==> src/rtl/cs_pkg.sv <==
// Shared definitions for the chip-select conversion and frame shifting stages.
//   cs_state_t   : frame FSM states
//   CS_MAX_WIDTH : largest supported frame width
package cs_pkg;

  localparam int unsigned CS_MAX_WIDTH = 32;

  typedef enum logic [1:0] {
    IDLE  = 2'd0,
    ARMED = 2'd1,
    SHIFT = 2'd2,
    DONE  = 2'd3
  } cs_state_t;

endpackage

==> src/rtl/frame_shreg.sv <==
// Loadable WIDTH-bit shift register with zero fill.
//   clk, rst : clock, synchronous active-high reset
//   load     : capture din (has priority over shift)
//   shift    : advance one position toward the serial end
//   din      : parallel word
//   sout     : current head bit (MSB or LSB depending on MSB_FIRST)
module frame_shreg #(
  parameter int unsigned WIDTH     = 8,
  parameter bit          MSB_FIRST = 1'b1
) (
  input  logic             clk,
  input  logic             rst,
  input  logic             load,
  input  logic             shift,
  input  logic [WIDTH-1:0] din,
  output logic             sout
);

  logic [WIDTH-1:0] sreg;

  always_ff @(posedge clk) begin
    if (rst) begin
      sreg <= '0;
    end else if (load) begin
      sreg <= din;
    end else if (shift) begin
      if (MSB_FIRST) sreg <= {sreg[WIDTH-2:0], 1'b0};
      else           sreg <= {1'b0, sreg[WIDTH-1:1]};
    end
  end

  assign sout = MSB_FIRST ? sreg[WIDTH-1] : sreg[0];

endmodule

==> src/rtl/cs_frame_shifter.sv <==
// Serialises a parallel word under control of the chip-select level (cs1)
// and bit strobe (cs2).
//   clk, rst     : clock, synchronous active-high reset
//   cs1, cs2     : frame-enable level, one-cycle bit strobe
//   din          : word to transmit, with din_valid/din_ready handshake
//   sdo          : registered serial data
//   busy         : frame in progress (ARMED, SHIFT, DONE)
//   bit_cnt      : bits shifted so far in the current frame
//   frame_done   : one-cycle pulse on completion
//   frame_abort  : one-cycle pulse when cs1 drops mid-frame
module cs_frame_shifter
  import cs_pkg::*;
#(
  parameter int unsigned WIDTH     = 8,
  parameter bit          MSB_FIRST = 1'b1
) (
  input  logic                       clk,
  input  logic                       rst,
  input  logic                       cs1,
  input  logic                       cs2,
  input  logic [WIDTH-1:0]           din,
  input  logic                       din_valid,
  output logic                       din_ready,
  output logic                       sdo,
  output logic                       busy,
  output logic [$clog2(WIDTH+1)-1:0] bit_cnt,
  output logic                       frame_done,
  output logic                       frame_abort
);

  localparam int unsigned CW = $clog2(WIDTH + 1);

  cs_state_t        state;
  logic             go;       // cs1 seen high on the previous ARMED edge
  logic             sout;
  logic             load_c;
  logic             shift_c;
  logic [WIDTH-1:0] sh_din_c;

  // Load on accept; on abort load zeros so the dropped word does not linger.
  assign load_c   = ((state == IDLE) && din_valid) || ((state == SHIFT) && !cs1);
  assign sh_din_c = (state == IDLE) ? din : '0;
  // The head bit is moved into sdo on SHIFT entry and on every strobe,
  // so the register advances at exactly those edges.
  assign shift_c  = ((state == ARMED) && go && cs1) ||
                    ((state == SHIFT) && cs1 && cs2);

  assign din_ready = (state == IDLE);

  frame_shreg #(
    .WIDTH     (WIDTH),
    .MSB_FIRST (MSB_FIRST)
  ) u_shreg (
    .clk   (clk),
    .rst   (rst),
    .load  (load_c),
    .shift (shift_c),
    .din   (sh_din_c),
    .sout  (sout)
  );

  // Frame FSM, bit counter and status pulses.
  always_ff @(posedge clk) begin
    if (rst) begin
      state       <= IDLE;
      go          <= 1'b0;
      sdo         <= 1'b0;
      busy        <= 1'b0;
      bit_cnt     <= '0;
      frame_done  <= 1'b0;
      frame_abort <= 1'b0;
    end else begin
      frame_done  <= 1'b0;
      frame_abort <= 1'b0;
      case (state)
        IDLE: begin
          if (din_valid) begin
            state <= ARMED;
            busy  <= 1'b1;
            go    <= 1'b0;
          end
        end
        ARMED: begin
          go <= cs1;
          if (go && cs1) begin
            state <= SHIFT;
            sdo   <= sout;
            go    <= 1'b0;
          end
        end
        SHIFT: begin
          if (!cs1) begin
            state       <= IDLE;
            busy        <= 1'b0;
            bit_cnt     <= '0;
            sdo         <= 1'b0;
            frame_abort <= 1'b1;
          end else if (cs2) begin
            sdo     <= sout;
            bit_cnt <= bit_cnt + CW'(1);
            if (bit_cnt == CW'(WIDTH - 1)) begin
              state      <= DONE;
              frame_done <= 1'b1;
            end
          end
        end
        DONE: begin
          state   <= IDLE;
          busy    <= 1'b0;
          bit_cnt <= '0;
          sdo     <= 1'b0;
        end
        default: state <= IDLE;
      endcase
    end
  end

endmodule
==> config.mk <==
export PLATFORM = sky130hd
export DESIGN_NAME = cs_frame_shifter
export DESIGN_NICKNAME = d
export VERILOG_FILES = /design/src/rtl/cs_pkg.sv /design/src/rtl/frame_shreg.sv /design/src/rtl/cs_frame_shifter.sv
export SDC_FILE = /design/constraint.sdc
export NUM_CORES = 1
export LEC_CHECK = 0
export BUFFER_PORTS_ARGS = -buffer_cell sky130_fd_sc_hd__buf_4
export CORE_ASPECT_RATIO = 1.1
export CORE_UTILIZATION = 45
export CTS_CLUSTER_DIAMETER = 120
export CTS_CLUSTER_SIZE = 8
export DETAILED_ROUTE_END_ITERATION = 7
export PLACE_DENSITY = 0.73
export SLEW_MARGIN = 20
export SYNTH_ARGS = -nofsm -noshare
export SYNTH_HDL_FRONTEND = slang
export SYNTH_SLANG_ARGS = --single-unit
==> constraint.sdc <==
create_clock -name clk -period 1.97 [get_ports clk]
set_input_delay 0 -clock clk [delete_from_list [all_inputs] [get_ports clk]]
set_output_delay 0 -clock clk [all_outputs]
set_load 0.01 [all_outputs]
==> out/summary.json <==
{
  "outcome": "completed",
  "power.switching_mw": 0.202,
  "drive_above_1_share_pct": 22.4,
  "critPathCaptureType": "flip-flop",
  "grt_first_pass_wirelength_mm": 4.07,
  "critPathRequiredTime_ns": 2.22,
  "layout-area-overhead-vs-synth_pct": 22.8,
  "setup_total_negative_slack_ns": 0,
  "clock_power_share_pct": 26.9,
  "cell_area_after_technology_mapping_sq_mm": 0.00100,
  "crit_type": "reg2reg",
  "synth_cell_types": 31,
  "fmax_mhz": 670,
  "dpl_worst_slack_ns": 0.538,
  "clock_latency_ns": 0.30,
  "fin_cells": 171,
  "yosysWarningCount": 0,
  "cellLeakagePower_nw": 0.514,
  "cp_common_cell": "buf_4",
  "tritoncts": "yes",
  "tightestPinTransition_ns": 0.352,
  "post-route-drc-count": 0,
  "placedCellCount": 164,
  "setup_ws_ns": 0.478,
  "antenna_cells_inserted": 0,
  "cts_resized": 0,
  "cts_max_path_buffers": 2,
  "cts.htree.levels": 1,
  "final_min_period_over_clock_period_pct": 75.7,
  "crit_arrival_ns": 1.74,
  "fill_cells": 206,
  "globalRouteTotalUtil_pct": 22.7,
  "report.final.hold_viol_count": 0,
  "swShare_pct": 27.0,
  "ys_seq_area_share_pct": 38.0,
  "powerDensity_mw_per_mm2": 609,
  "vias": 990,
  "setup-violations-final": 0,
  "worst_hold_slack_across_all_endpoints_ns": 0.0955,
  "floorplan.core_area_sq_mm": 0.00204,
  "start_util_pct": 49.0,
  "maxSlewViolCount": 0,
  "synthesis.instances": 121,
  "share_comb_of_total_power_pct": 16.9,
  "synth.ff_latch_count": 19,
  "portBuffers": 21,
  "number_of_global_route_vias_before_repair": 933,
  "pin_count": 22,
  "drt-initial-drc-count": 13,
  "drt_pre_antenna_iters": 4,
  "cp_slowest_stage_delay_ns": 0.53,
  "vdd.ir_drop.worst_mv": 0.362,
  "totalWireLength_mm": 2.28,
  "worst_path_max_delay_cell": "dfxtp_1",
  "period_minus_slack_ns": 1.49,
  "vias_per_cell": 5.79,
  "clock_tree.root_cell": "clkbuf_4",
  "nNetsFinal": 158,
  "path_clk_slew_ns": 0.12,
  "die-area_sq_mm": 0.00242,
  "globalRoute.totalOverflow": 0,
  "num_rows": 17,
  "unrepaired_setup_endpoints_after_global_routing": "no",
  "max_cap_viol_count": 0,
  "gp_congestion": 0.824,
  "power_frac_seq_pct": 56.2,
  "antenna_left": 0,
  "critical_path.startpoint_type": "flip-flop",
  "crit_path_cell_trace": "buf_4 -> nor3b_2 -> buf_4 -> nor4b_1 -> a41o_1",
  "die_height_microns": 51.5,
  "tritoncts.num_buffers": 3,
  "largest_net_degree_at_the_start_of_global_routing": 16,
  "max_slew_margin_vs_limit_pct": 76.3,
  "antenna_violations_before_repair": 0,
  "detailedPlacementHpwl_mm": 1.63,
  "crit_path_max_fanout": 13,
  "fp.dieW_microns": 47.0,
  "wire_per_inst_microns": 13.3,
  "path_delay_family": "flip-flops",
  "clock-sinks": 19,
  "finalClockSkew_ns": 0.00835,
  "synthesis.area_per_instance_sq_um": 8.27,
  "worstHoldPathType": "in2reg",
  "power.internal_mw": 0.546,
  "syn_nets": 135,
  "worst-path-buf-inv": 2
}
==> worst min-delay path: cells and delay by family <==
family,cells,cell delay (ns)
buf+inv,1,0.15
simple gates,2,0.19
==> metal layers <==
metal / share of wire (%) / global-route usage [%] / up-vias
li1: - / - / 491
met1: 45 / 30.6 / 463
met2: 48 / 36.3 / 32
met3: 4.9 / 3.18 / 4
met4: 1.4 / 7.62 / 0
met5: 0 / 0 / -
==> placed cells by master (no fill, tap or decap), drive strengths merged <==
cell type,n
buf,25
dfxtp,19
a21oi,14
nand2,11
nor2,9
nor2b,8
o311a,8
o221ai,7
o21ai,6
inv,5
nor3,3
clkbuf,3
dlygate4sd3,3
a31oi,2
nand3,2
nand4b,2
and2b,2
nand2b,1
nor3b,1
o221a,1
a21o,1
a21boi,1
o22ai,1
mux2i,1
nand4,1
and3,1
or4,1
nor4b,1
a41o,1
ha,1
clkinv,1
==> synth_stat cells <==
library cell / n / share of area [%]
and2b_1: 2 / 1.5
nand3_1: 2 / 1.0
dfxtp_1: 19 / 38
o221ai_1: 7 / 6.1
o22ai_1: 1 / 0.63
nand4_1: 1 / 0.63
nor2b_1: 8 / 5.0
o21ai_0: 6 / 3.0
nor2_1: 9 / 3.4
nand2b_1: 1 / 0.63
o221a_2: 1 / 1.1
nor3b_2: 1 / 1.2
nor3_1: 3 / 1.5
a41o_1: 1 / 1.0
clkbuf_1: 4 / 1.5
a21o_1: 1 / 0.75
mux2i_1: 1 / 1.0
or4_1: 1 / 0.75
o311a_1: 8 / 8.0
nand2_1: 11 / 4.1
a21oi_1: 14 / 7.0
inv_1: 4 / 1.5
nor4b_1: 1 / 0.88
buf_2: 3 / 1.5
inv_2: 1 / 0.37
a31oi_1: 2 / 1.2
ha_1: 1 / 1.2
nand4b_1: 2 / 1.8
and3_1: 1 / 0.63
a21boi_0: 1 / 0.75
buf_4: 3 / 2.2
==> cells by family after synthesis <==
logic type / share of synthesized area, %
simple gates: 23.0
flops: 38.0
buf+inv: 7.12
fa+ha+maj: 1.25
mux: 1.00
compound gates: 29.6
==> power groups by stage <==
stage | combinational [mW] | clock, mW | sequential (mW)
3_5_place_dp | 0.122 | 0 | 0.429
3_3_place_gp | 0.119 | 0 | 0.428
2_1_floorplan | 0.0865 | 0 | 0.423
4_1_cts | 0.127 | 0.210 | 0.421
6_report | 0.126 | 0.201 | 0.421
5_1_grt | 0.141 | 0.226 | 0.424
==> what timing repair did <==
item                                    in CTS  in global routing
endpoints found under the setup margin       0                  0
hold buffers                                 3                  0
endpoints found under the hold margin        9                  0
buffers inserted                             0                  0
==> area by class of cell <==
cell class | instances | area (sq um) | area share (%)
Clock buffer | 3 | 22.5 | 1.83
Clock inverter | 1 | 5.00 | 0.407
Inverter | 5 | 18.8 | 1.53
Multi-Input combinational cell | 87 | 549 | 44.7
Sequential cell | 19 | 380 | 31.0
Tap cell | 28 | 35.0 | 2.85
Timing Repair Buffer | 28 | 218 | 17.7
==> worst paths after layout <==
| check | start | end | slack, ns | depth (start not counted) |
|---|---|---|---|---|
| min | din_valid | state[0] | 0.1 | 3 |
| min reg2reg | busy | busy | 0.50 | 2 |
| max reg2reg | state[1] | u_shreg.sreg[0] | 0.48 | 5 |
| max | state[1] | u_shreg.sreg[0] | 0.48 | 5 |
==> state kept, by name (all words and copies together), names as in the netlist <==
signal and count:
bit_cnt 4, u_shreg.sreg 8, go 1, busy 1, frame_done 1, frame_abort 1, state 2, sdo 1
==> through the flow <==
stage | instance area (sq um) | util [%] | power [mW]
after detailed placement | 1170 | 57.4 | 0.552
after CTS | 1230 | 60.2 | 0.757
after floorplan | 1000 | - | 0.509
final | 1230 | 60.2 | 0.748
after global placement | 1170 | 57.4 | 0.547
after global routing | 1230 | 60.2 | 0.791
Power figures use the tool's default switching activity.
